**src/rtl/uart_16550_rx_engine.sv**
```systemverilog
// uart_16550_rx_engine: 16x-oversampled serial receive framer that pushes characters and status into the Rx FIFO.
// Optional build macro UART_RX_MAJORITY_VOTE_EN: every bit decision is a 3-sample majority vote.
module uart_16550_rx_engine (
    input  logic       WBs_CLK_i,
    input  logic       WBs_RST_i,
    input  logic       SIN_i,
    input  logic       Baud_16x_Tick_i,
    input  logic [1:0] LCR_WLS_i,
    input  logic       LCR_PEN_i,
    input  logic       LCR_EPS_i,
    input  logic       LCR_Stick_i,
    output logic       Rx_FIFO_Push_o,
    output logic [7:0] Rx_FIFO_DAT_o,
    output logic       Rx_Parity_Error_o,
    output logic       Rx_Framing_Error_o,
    output logic       Rx_Break_Interrupt_o,
    output logic       Rx_Busy_o
);

    // state      | meaning
    // IDLE       | line idle, waiting for a 1->0 edge
    // START      | validating the start bit at mid-bit
    // DATA       | shifting in 5..8 data bits, LSB first
    // PARITY     | sampling the parity bit
    // STOP       | sampling the first stop bit, push
    // BREAK_WAIT | break pushed, waiting for the line to return high
    typedef enum logic [2:0] {
        IDLE       = 3'd0,
        START      = 3'd1,
        DATA       = 3'd2,
        PARITY     = 3'd3,
        STOP       = 3'd4,
        BREAK_WAIT = 3'd5
    } state_t;

    state_t     state, state_nxt;
    logic       sin_meta, sin_sync, sin_prev;
    logic       sample;
    logic [3:0] tick_cnt;
    logic [2:0] bit_cnt;
    logic [7:0] shift_reg;
    logic [1:0] wls_lat;
    logic       pen_lat, eps_lat, stick_lat;
    logic       par_bit, par_err;
    logic       start_edge, mid_tick, bit_tick, last_bit, is_break, par_calc;
    logic       load_start, start_ok, shift_en, par_en, push_en;

    always_ff @(posedge WBs_CLK_i or posedge WBs_RST_i) begin
        if (WBs_RST_i) begin
            sin_meta <= 1'b1;
            sin_sync <= 1'b1;
            sin_prev <= 1'b1;
        end else begin
            sin_meta <= SIN_i;
            sin_sync <= sin_meta;
            sin_prev <= sin_sync;
        end
    end

`ifdef UART_RX_MAJORITY_VOTE_EN
    // The vote window is the two stored tick samples plus the current tick's sample.
    logic [1:0] hist;

    always_ff @(posedge WBs_CLK_i or posedge WBs_RST_i) begin
        if (WBs_RST_i)
            hist <= 2'b11;
        else if (Baud_16x_Tick_i)
            hist <= {hist[0], sin_sync};
    end

    assign sample = (hist[1] & hist[0]) | (hist[1] & sin_sync) | (hist[0] & sin_sync);
`else
    assign sample = sin_sync;
`endif

    assign start_edge = sin_prev & ~sin_sync;
    assign mid_tick   = Baud_16x_Tick_i & (tick_cnt == 4'd7);
    assign bit_tick   = Baud_16x_Tick_i & (tick_cnt == 4'd15);
    assign last_bit   = (bit_cnt == (3'd4 + {1'b0, wls_lat}));
    assign is_break   = (shift_reg == 8'h00) & ~(pen_lat & par_bit) & ~sample;
    assign par_calc   = stick_lat ? (sample != ~eps_lat)
                      : eps_lat   ? ((^shift_reg) ^ sample)
                      :            ~((^shift_reg) ^ sample);

    always_ff @(posedge WBs_CLK_i or posedge WBs_RST_i) begin
        if (WBs_RST_i)
            state <= IDLE;
        else
            state <= state_nxt;
    end

    always_comb begin
        state_nxt = state;
        case (state)
            IDLE:       if (start_edge) state_nxt = START;
            START:      if (mid_tick) state_nxt = sample ? IDLE : DATA;
            DATA:       if (bit_tick && last_bit) state_nxt = pen_lat ? PARITY : STOP;
            PARITY:     if (bit_tick) state_nxt = STOP;
            STOP:       if (bit_tick) state_nxt = is_break ? BREAK_WAIT : IDLE;
            BREAK_WAIT: if (Baud_16x_Tick_i && sin_sync) state_nxt = IDLE;
            default:    state_nxt = IDLE;
        endcase
    end

    always_comb begin
        Rx_Busy_o  = (state != IDLE);
        load_start = 1'b0;
        start_ok   = 1'b0;
        shift_en   = 1'b0;
        par_en     = 1'b0;
        push_en    = 1'b0;
        case (state)
            IDLE:    load_start = start_edge;
            START:   start_ok   = mid_tick & ~sample;
            DATA:    shift_en   = bit_tick;
            PARITY:  par_en     = bit_tick;
            STOP:    push_en    = bit_tick;
            default: ;
        endcase
    end

    // Clearing wins over a coincident tick, so the edge-cycle tick is never counted.
    always_ff @(posedge WBs_CLK_i or posedge WBs_RST_i) begin
        if (WBs_RST_i)
            tick_cnt <= 4'd0;
        else if (load_start || start_ok)
            tick_cnt <= 4'd0;
        else if (Baud_16x_Tick_i)
            tick_cnt <= tick_cnt + 4'd1;
    end

    always_ff @(posedge WBs_CLK_i or posedge WBs_RST_i) begin
        if (WBs_RST_i) begin
            bit_cnt   <= 3'd0;
            shift_reg <= 8'h00;
            wls_lat   <= 2'b00;
            pen_lat   <= 1'b0;
            eps_lat   <= 1'b0;
            stick_lat <= 1'b0;
            par_bit   <= 1'b0;
            par_err   <= 1'b0;
        end else if (load_start) begin
            bit_cnt   <= 3'd0;
            shift_reg <= 8'h00;
            wls_lat   <= LCR_WLS_i;
            pen_lat   <= LCR_PEN_i;
            eps_lat   <= LCR_EPS_i;
            stick_lat <= LCR_Stick_i;
            par_bit   <= 1'b0;
            par_err   <= 1'b0;
        end else if (shift_en) begin
            shift_reg[bit_cnt] <= sample;
            bit_cnt            <= bit_cnt + 3'd1;
        end else if (par_en) begin
            par_bit <= sample;
            par_err <= par_calc;
        end
    end

    always_ff @(posedge WBs_CLK_i or posedge WBs_RST_i) begin
        if (WBs_RST_i) begin
            Rx_FIFO_Push_o       <= 1'b0;
            Rx_FIFO_DAT_o        <= 8'h00;
            Rx_Parity_Error_o    <= 1'b0;
            Rx_Framing_Error_o   <= 1'b0;
            Rx_Break_Interrupt_o <= 1'b0;
        end else begin
            Rx_FIFO_Push_o <= push_en;
            if (push_en) begin
                Rx_FIFO_DAT_o        <= shift_reg;
                Rx_Parity_Error_o    <= par_err;
                Rx_Framing_Error_o   <= ~sample;
                Rx_Break_Interrupt_o <= is_break;
            end
        end
    end

endmodule

```
**config.mk**
```make
export PLATFORM = sky130hd
export DESIGN_NAME = uart_16550_rx_engine
export DESIGN_NICKNAME = d
export VERILOG_FILES = /design/src/rtl/uart_16550_rx_engine.sv
export SDC_FILE = /design/constraint.sdc
export NUM_CORES = 1
export LEC_CHECK = 0
export CORE_MARGIN = 4
export CORE_UTILIZATION = 39
export DETAILED_ROUTE_END_ITERATION = 6
export SLEW_MARGIN = 20
export SYNTH_ARGS = -nofsm -noshare
export SYNTH_HDL_FRONTEND = slang
export SYNTH_SLANG_ARGS = --single-unit
```
**constraint.sdc**
```tcl
create_clock -name WBs_CLK_i -period 2.5 [get_ports WBs_CLK_i]
set_clock_uncertainty 0.15 [all_clocks]
set_input_delay 0.5 -clock WBs_CLK_i [delete_from_list [all_inputs] [get_ports WBs_CLK_i]]
set_output_delay 0.5 -clock WBs_CLK_i [all_outputs]
set_load 0.01 [all_outputs]
```
==> results of run 1 <==
## cells in the final DEF, fill, tap and decap left out, types with 3 or more instances in the layout
cell / instances
nand3_1: 9
ha_1: 6
dfstp_2: 3
buf_4: 8
nand4_1: 4
mux2i_1: 4
dfrtp_1: 37
nor2_1: 13
clkbuf_8: 7
nand3b_1: 3
inv_1: 14
clkdlybuf4s50_1: 21
a21oi_1: 7
xnor2_1: 10
nand2_1: 35
o21ai_0: 17
## layer usage
| metal | GRT usage, % | part of all wire [%] | up-vias |
|---|---|---|---|
| li1 | - | - | 748 |
| met5 | 0 | 0 | - |
| met1 | 18.7 | 48 | 689 |
| met4 | 5.57 | 1.4 | 0 |
| met3 | 5.04 | 5.1 | 5 |
| met2 | 20.2 | 45 | 32 |
## worst paths after layout
kind | to | slack, ns
max | Rx_Busy_o | 0.23
min | sample$_DFF_PP1_ | 0.21
max reg2reg | shift_reg[0]$_DFFE_PP0P_ | 0.55
min reg2reg | sample$_DFF_PP1_ | 0.21
max in group asynchronous | sin_meta$_DFF_PP1_ | 1.36
min in group asynchronous | Rx_Break_Interrupt_o$_DFFE_PP0P_ | 0.47
## critical path, stage by stage (launching register included)
cell	delay, ns
dfrtp_1	0.48
nor2_1	0.28
nand2_1	0.09
clkdlybuf4s50_1	0.48
## final cells by class
| class | count | share of cell area [%] |
|---|---|---|
| clock inverter | 1 | 1.23 |
| timing repair buffer | 29 | 11.1 |
| multi-input combinational | 140 | 36.9 |
| inverter | 15 | 2.31 |
| clock buffer | 7 | 3.94 |
| tap | 67 | 3.43 |
| sequential | 40 | 41.1 |
## power groups by stage
stage | registers [W] | logic (W) | clock network, W
global placement | 0.000893 | 0.000576 | 0
detailed placement | 0.000893 | 0.000585 | 0
finish | 0.000880 | 0.000578 | 0.000576
floorplan | 0.000852 | 0.000473 | 0
CTS | 0.000881 | 0.000586 | 0.000595
global route | 0.000898 | 0.000658 | 0.000623
## cell families after synthesis
family,after synthesis,share of synthesized area (%)
and+or+nand+nor,77,20.6
DFF,40,49.6
AOI/OAI and AO/OA,39,11.9
buffers and inverters,26,5.93
xor gates and xnor gates,12,5.19
muxes,6,3.09
adders and majority gates,6,3.71
## metrics by stage
stage / power (W) / utilization [%] / worst slack, ns
after floorplan: 0.00132 / - / 0.691
after CTS: 0.00206 / 50.1 / 0.215
after global routing: 0.00218 / 50.1 / 0.0899
after detailed placement: 0.00148 / 47.5 / 0.175
final: 0.00203 / 50.1 / 0.228
after global placement: 0.00147 / 47.5 / 0.216
==> impl_results.md, run 1 <==
* Status: finished clean
* Critical path required time at 1.85 ns
* Final Hold Vio Count at 0
* DIE AREA at 6410 um2
* Critical path origin: state[2]$_DFFE_PP0P_
* Leakage at 1.07 nW
* Via density at 4.93
* CTS tree: built
* Max-cap violations at 0
* Starting Density at 41.5%
* Placed Cells at 291
* N_diodes at 0
* Final instance area at 2440 um2
* Initial antenna violation count at 0
* Hpwl dp at 2.75 mm
* Sw frac at 32.2%
* Synth Area per Inst at 9.83 um2
* Post-Route WL at 3.80 mm
* Clock power share at 28.3%
* Area leader, netlist: dfrtp_1
* Async set or reset register ratio after synthesis at 100%
* Power Internal at 0.00138 W
* Synth top area cells: dfrtp_1 (46%), nand2_1 (6.5%), xnor2_1 (4.3%)
* Ys Warns at 0
* Post-synth top cells: dfrtp_1 (37), nand2_1 (35), o21ai_0 (17)
* Startpoint Class: flip-flop
* Fin Hold WS at 0.207 ns
* Syn Nets at 221
* Register area at 1000 um2
* Routed via count at 1474
* Multi-input logic area at 901 um2
* Number of clock sinks at 40
* Clk slew on worst S/H paths at 0.07 ns
* #FFs+latches synth at 40
* Worst-Margin Slew at 0.499 ns
* Type of the most critical hold path: reg2reg
* Post-route ant nets at 0
* Worst VDD drop at 0.405 mV
* Htree depth at 2
* Post-synthesis sequential area ratio at 49.6%
* Net Sw Power at 0.000655 W
* Clock period minus worst slack at 2.27 ns
* Chip height at 80.1 um
* Hold path start: sin_meta$_DFF_PP1_
* GRT overflow at 0
* Distinct cells, synth at 41
* RSZ-0062 raised after global routing: no
* CTS Hold Bufs at 0
* # port buffers at 21
* First-pass GRT wire length at 6.83 mm
* Hold Path Cell Cnt at 0
* Rows at 25
* Post-DP Area at 2320 um2
* Detailed-route DRC error count at 0
* Share of post-route cells with drive strength above 1 at 12.9%
* Wire length per cell at 12.7 um
* CTS root buffer: clkbuf_8
* Layout area overhead at 20.6%
* Fill cells at 486
* R2r startpoint: state[2]$_DFFE_PP0P_
* Post-cts resize count at 0
* Kind of critical path: reg2out
* Vias in the first global route at 1429
* Fmax achieved at 0.440 GHz
* Main flop type after synthesis: dfrtp_1
* Worst-skew pair later-pin latency at 0.29 ns
* Non-filler cells, final at 299
* Largest net degree at the start of global routing at 41
* Most frequent cell after synthesis: dfrtp_1
* Critical path peak fanout at 10
* EDFF count, synth at 0
* Tot GR Track Use at 13.9%
* Slew Limit Headroom at 66.7%
* Worst Path Arrival at 1.62 ns
* Clock Tree Buf Depth at 2
* I/O pin count at 22
* Total CTS buffers at 5
* Slew Viols, Final at 0
* R2R depth at 6
* Sequential fraction of design power at 43.3%
* Drt first pass iters at 4
* DR iter-0 viols at 53
* Setup_tns at 0 ns
* Crit end category: output port
* Top cell type's share of synthesized area at 45.7%
* Core Footprint at 4880 um2
* Number of setup buffers added after CTS at 0
* Logic pwr share at 28.4%
* Synthesized area at 2030 um2
* GPL Wtd Cong at 0.804
* PwrDens at 833 nW/um2
* Die W at 80.1 um
* Mapped Cells at 206
* Final setup vio count at 0
* Layout Nets at 246
* Crit share post-route at 90.9%
(Power assumes the default switching activity.)
==> run 2: changes to the inputs <==
--- a/config.mk
+++ b/config.mk
@@ -5,7 +5,7 @@
 export SDC_FILE = /design/constraint.sdc
 export NUM_CORES = 1
 export LEC_CHECK = 0
-export CORE_MARGIN = 4
+export CORE_MARGIN = 8
 export CORE_UTILIZATION = 39
 export DETAILED_ROUTE_END_ITERATION = 6
 export SLEW_MARGIN = 20
==> run 2 against run 1 <==
Against the previous run:
- clock-buffer cell count shrank 2
- via count grew 1.8%
- critical endpoint unchanged
- clock power grew 27%
- largest power group unchanged
- highest routed layer unchanged
- register-to-register slack gained 0.06 ns
- critical path depth is the same
==> impl_results.md, run 2 (same netlist as run 1, synthesis figures left out) <==
* Clk slew on worst S/H paths at 0.07 ns (about the same)
* Fmax achieved at 0.441 GHz (was 0.440 GHz)
* Post-route ant nets at 0 (unchanged)
* I/O pin count at 22 (unchanged)
* Tot GR Track Use at 11.8% (was 13.9%)
* Post-DP Area at 2320 um2 (about the same)
* Vias in the first global route at 1528 (was 1429)
* Final Hold Vio Count at 0 (unchanged)
* Final setup vio count at 0 (unchanged)
* Die W at 88.1 um (was 80.1 um)
* Critical path required time at 1.85 ns (about the same)
* GRT overflow at 0 (unchanged)
* CP max stage cell: dfrtp_1 (unchanged)
* Via density at 4.97 (was 4.93)
* Chip height at 88.1 um (was 80.1 um)
* Met2 usage at 19.4% (was 20.2%)
* Leakage at 1.08 nW (was 1.07 nW)
* CP top delay family: flip-flops (unchanged)
* Slew Limit Headroom at 65.7% (was 66.7%)
* Worst-Margin Slew at 0.515 ns (was 0.499 ns)
* Status: finished clean (unchanged)
* Starting Density at 39.9% (was 41.5%)
* CTS root buffer: clkbuf_8 (unchanged)
* DIE AREA at 7760 um2 (was 6410 um2)
* Critical path peak fanout at 9 (was 10)
* WP buf/inv at 1 (unchanged)
* Clock Tree Buf Depth at 2 (unchanged)
* DR iter-0 viols at 81 (was 53)
* GPL Wtd Cong at 0.831 (was 0.804)
* Number of clock sinks at 40 (unchanged)
* Layout area overhead at 22.4% (was 20.6%)
* First-pass GRT wire length at 7.04 mm (was 6.83 mm)
* Detailed-route DRC error count at 0 (unchanged)
* # port buffers at 21 (unchanged)
* Slowest cell delay on critical path at 0.50 ns (was 0.48 ns)
* Met3 GRT Util at 2.81% (was 5.04%)
* Final instance area at 2480 um2 (was 2440 um2)
* Worst path cell trace: nor2_1, nand2_1, clkdlybuf4s50_1 (unchanged)
* Worst Path Arrival at 1.62 ns (about the same)
* CTS tree: built (unchanged)
* Wire length per cell at 13.8 um (was 12.7 um)
* Routed via count at 1501 (was 1474)
* Slew Viols, Final at 0 (unchanged)
* Htree depth at 2 (unchanged)
* Commonest cells after routing, fill and taps aside: dfrtp_1 (37), nand2_1 (35), clkdlybuf4s50_1 (21), o21ai_0 (17), inv_1 (14) (unchanged)
* Max-cap violations at 0 (unchanged)
* Hpwl dp at 3.03 mm (was 2.75 mm)
* Largest net degree at the start of global routing at 41 (unchanged)
* CTS Hold Bufs at 0 (unchanged)
* Post-cts resize count at 0 (unchanged)
* Post-Route WL at 4.17 mm (was 3.80 mm)
* Busiest grt layer: met2 (unchanged)
* Final Util at 48.8% (was 50.1%)
* Drt first pass iters at 4 (unchanged)
* Met1 Usage GRT at 14.1% (was 18.7%)
* Clock period minus worst slack at 2.27 ns (about the same)
* PwrDens at 886 nW/um2 (was 833 nW/um2)
* Layout Nets at 246 (unchanged)
* Crit end category: output port (unchanged)
* Setup_tns at 0 ns (unchanged)
* RSZ-0062 raised after global routing: no (unchanged)
* Initial antenna violation count at 0 (unchanged)
* Total CTS buffers at 5 (unchanged)
* Core Footprint at 5070 um2 (was 4880 um2)
* Kind of critical path: reg2out (unchanged)
* Type of the most critical hold path: reg2reg (unchanged)
* Number of setup buffers added after CTS at 0 (unchanged)
* Share of post-route cells with drive strength above 1 at 12.9% (unchanged)
* Startpoint Class: flip-flop (unchanged)
* Most common cell after layout, fill and taps aside: dfrtp_1 (unchanged)
* N_diodes at 0 (unchanged)
* Fin Hold WS at 0.214 ns (was 0.207 ns)
* Worst-skew pair later-pin latency at 0.29 ns (about the same)
* Worst VDD drop at 0.408 mV (was 0.405 mV)
* Rows at 26 (was 25)
* Crit share post-route at 90.7% (was 90.9%)
[run 2: cell types whose count changed in the layout (fill, tap and decap cells not counted), sizes merged]
cell | previous run | this run
bufinv | 1 | 3
clkbuf | 7 | 5
[run 2: power by group]
group / internal (W) / switching (W)
Clock: 0.000499 / 0.000230
Sequential: 0.000766 / 0.000116
Combinational: 0.000260 / 0.000325
[run 2: through the flow]
stage / setup WS [ns] / std cells / total power (W)
after floorplan: 0.691 / 206 / 0.00132
after global placement: 0.228 / 294 / 0.00147
after detailed placement: 0.164 / 294 / 0.00148
after CTS: 0.214 / 302 / 0.00222
after global routing: 0.152 / 302 / 0.00234
final: 0.232 / 302 / 0.00220
[run 2: worst reg2reg max path, cell delays in order, from the launching register on]
cell and delay [ns]:
dfrtp_1 0.50, nor2_1 0.26, nand2_1 0.15, nor2_1 0.42
buf_4 0.25, nand2_1 0.07, nand2_1 0.05
[run 2: layer usage]
layer / routed length, um / up-vias
met5: 0 / -
met4: 65 / 0
met3: 177 / 8
met2: 1950 / 23
met1: 1980 / 718
li1: - / 752
[run 2: final timing paths]
path | from | endpoint | slack (ns) | cells past startpoint
max in group asynchronous | WBs_RST_i | sin_prev$_DFF_PP1_ | 1.35 | 3
hold reg to reg | sin_meta$_DFF_PP1_ | sample$_DFF_PP1_ | 0.21 | 0
setup reg to reg | state[1]$_DFFE_PP0P_ | eps_lat$_DFFE_PP0P_ | 0.61 | 6
min in group asynchronous | WBs_RST_i | Rx_Break_Interrupt_o$_DFFE_PP0P_ | 0.48 | 3
hold / removal | sin_meta$_DFF_PP1_ | sample$_DFF_PP1_ | 0.21 | 0
setup / recovery | state[1]$_DFFE_PP0P_ | Rx_Busy_o | 0.23 | 3
[run 2: cell type report]
cell class,instances,area [um2]
fillers,499,2600
clock inverters,3,90.1
flip-flops and latches,40,1000
clock buffers,5,68.8
multi-input cells,140,901
well taps,70,87.6
repair buffers,29,270
inverters,15,56.3
==> run 3: changes to the inputs <==
--- a/config.mk
+++ b/config.mk
@@ -5,9 +5,10 @@
 export SDC_FILE = /design/constraint.sdc
 export NUM_CORES = 1
 export LEC_CHECK = 0
-export CORE_MARGIN = 8
+export CORE_MARGIN = 2
 export CORE_UTILIZATION = 39
 export DETAILED_ROUTE_END_ITERATION = 6
+export GPL_ROUTABILITY_DRIVEN = 0
 export SLEW_MARGIN = 20
 export SYNTH_ARGS = -nofsm -noshare
 export SYNTH_HDL_FRONTEND = slang
==> run 3 against run 2 <==
Against the previous run:
- first-iteration DRC count fell by 6.2%
- combinational power rose by 1%
- clock power fell by 40%
- utilization fell by 1.2 points
- critical path type unchanged
- die area fell by 25%
- register-to-register slack barely moved
- routed wire length fell by 7.3%
- largest cell class unchanged
- cell count rose by 0.33%
- largest power group unchanged
- critical path depth did not move
- setup slack got worse by 0.016 ns
==> impl_results.md, run 3 (same netlist as run 1, synthesis figures left out) <==
* Status: finished clean (unchanged)
* Clock period minus worst slack at 2.28 ns (was 2.27 ns)
* Largest net degree at the start of global routing at 41 (unchanged)
* Clk slew on worst S/H paths at 0.07 ns (about the same)
* Logic pwr share at 31.2% (was 26.6%)
* Clock power share at 22.8% (was 33.2%)
* DR iter-0 viols at 76 (was 81)
* Rows at 26 (unchanged)
* Critical path required time at 1.85 ns (about the same)
* Worst-skew pair later-pin latency at 0.28 ns (was 0.29 ns)
* CTS Hold Bufs at 0 (unchanged)
* Number of setup buffers added after CTS at 0 (unchanged)
* Worst-Margin Slew at 0.498 ns (was 0.515 ns)
* Drt first pass iters at 4 (unchanged)
* Worst Path Arrival at 1.63 ns (was 1.62 ns)
* Fmax achieved at 0.438 GHz (was 0.441 GHz)
* # port buffers at 21 (unchanged)
* Crit share post-route at 91.4% (was 90.7%)
* N_diodes at 0 (unchanged)
* Initial antenna violation count at 0 (unchanged)
* Tot GR Track Use at 14.8% (was 11.8%)
* Commonest cells after routing, fill and taps aside: dfrtp_1 (37), nand2_1 (35), clkdlybuf4s50_1 (21), o21ai_0 (17), inv_1 (14) (unchanged)
* Reg2reg end: shift_reg[1]$_DFFE_PP0P_ (was eps_lat$_DFFE_PP0P_)
* Net Sw Power at 0.000650 W (was 0.000671 W)
* Worst VDD drop at 0.339 mV (was 0.408 mV)
* Hpwl dp at 2.81 mm (was 3.03 mm)
* Max-cap violations at 0 (unchanged)
* Routed via count at 1508 (was 1501)
* R2r startpoint: tick_cnt[0]$_DFFE_PP0P_ (was state[1]$_DFFE_PP0P_)
* Clock Tree Buf Depth at 2 (unchanged)
* Share of post-route cells with drive strength above 1 at 13.3% (was 12.9%)
* DIE AREA at 5790 um2 (was 7760 um2)
* Fin worst setup slack at 0.216 ns (was 0.232 ns)
* R2R depth at 6 (unchanged)
* Htree depth at 2 (unchanged)
* Final setup vio count at 0 (unchanged)
* Via density at 4.98 (was 4.97)
* Layout Nets at 247 (was 246)
* Wire length per cell at 12.8 um (was 13.8 um)
* Setup_tns at 0 ns (unchanged)
* Type of the most critical hold path: reg2reg (unchanged)
* Startpoint Class: flip-flop (unchanged)
* Most common cell after layout, fill and taps aside: dfrtp_1 (unchanged)
* Pre-CTS WS at 0.171 ns (was 0.164 ns)
* Layout area overhead at 19.5% (was 22.4%)
* Die W at 76.1 um (was 88.1 um)
* Post-Route WL at 3.86 mm (was 4.17 mm)
* Final Hold Vio Count at 0 (unchanged)
* CTS root buffer: clkbuf_8 (unchanged)
* Post-route ant nets at 0 (unchanged)
* Number of clock sinks at 40 (unchanged)
* Slew Viols, Final at 0 (unchanged)
* GRT overflow at 0 (unchanged)
* Sequential fraction of design power at 46.0% (was 40.2%)
* Power Internal at 0.00125 W (was 0.00153 W)
* RSZ-0062 raised after global routing: no (unchanged)
* Core Footprint at 5070 um2 (unchanged)
* Fin Hold WS at 0.212 ns (was 0.214 ns)
* Hold Path Cell Cnt at 0 (unchanged)
* Hold endpoint: sample$_DFF_PP1_ (unchanged)
* PwrDens at 786 nW/um2 (was 886 nW/um2)
* Starting Density at 39.9% (unchanged)
* Critical path peak fanout at 9 (unchanged)
* Slew Limit Headroom at 66.8% (was 65.7%)
* Leakage at 1.06 nW (was 1.08 nW)
* Register-to-register setup slack at 0.61 ns (about the same)
* Post-cts resize count at 0 (unchanged)
* Vias in the first global route at 1523 (was 1528)
* Total CTS buffers at 5 (unchanged)
* I/O pin count at 22 (unchanged)
* Hold path start: sin_meta$_DFF_PP1_ (unchanged)
* CTS tree: built (unchanged)
* First-pass GRT wire length at 6.93 mm (was 7.04 mm)
* Crit end category: output port (unchanged)
* Kind of critical path: reg2out (unchanged)
* Chip height at 76.1 um (was 88.1 um)
* Sw frac at 34.2% (was 30.5%)
* Detailed-route DRC error count at 0 (unchanged)
[run 3: cell count changes in the layout (fill, tap and decap cells not counted)]
cell	before	now
bufinv_16	3	0
clkinv_2	0	2
buf_4	8	9
clkbuf_8	5	6
[run 3: how the worst max path moves through the flow]
stage,cells after the start,slack [ns],from,endpoint
floorplan,6,0.69,Baud_16x_Tick_i,shift_reg[1]$_DFFE_PP0P_
global placement,6,0.23,Baud_16x_Tick_i,shift_reg[1]$_DFFE_PP0P_
detailed placement,6,0.17,Baud_16x_Tick_i,shift_reg[1]$_DFFE_PP0P_
CTS,3,0.21,state[1]$_DFFE_PP0P_,Rx_Busy_o
global route,3,0.09,state[1]$_DFFE_PP0P_,Rx_Busy_o
finish,3,0.22,state[1]$_DFFE_PP0P_,Rx_Busy_o
[run 3: power groups by stage]
stage          clock network (W)  registers [W]  logic [W]
6_report                0.000435       0.000875   0.000593
5_1_grt                 0.000482       0.000897   0.000675
4_1_cts                 0.000453       0.000877   0.000601
3_5_place_dp                   0       0.000889   0.000598
3_3_place_gp                   0       0.000883   0.000594
2_1_floorplan                  0       0.000852   0.000473
[run 3: critical path, stage by stage, from the launching register on]
cell	delay, ns
dfrtp_1	0.50
nor2_1	0.28
nand2_1	0.10
clkdlybuf4s50_1	0.48
[run 3: layout make-up]
type	instances	area, um2
Multi-Input combinational cell	140	901
Timing Repair Buffer	30	278
Sequential cell	40	1000
Tap cell	70	87.6
Inverter	15	56.3
Clock buffer	6	82.6
Fill cell	516	2660
Clock inverter	2	10.0
[run 3: metal layers]
metal  GRT usage, %  vias up  wire length, um
met1           19.0      698             1830
li1               -      759                -
met2           24.6       40             1790
met4           6.36        0               99
met3           2.73       11              142
met5              0        -                0
[run 3: per-stage QoR]
stage          utilization, %  std cells  power (W)  instance area [um2]
2_1_floorplan               -        206    0.00132                 2030
6_report                 47.7        303    0.00190                 2420
3_5_place_dp             45.9        295    0.00149                 2330
3_3_place_gp             45.9        295    0.00148                 2330
4_1_cts                  47.7        303    0.00193                 2420
5_1_grt                  47.7        303    0.00205                 2420
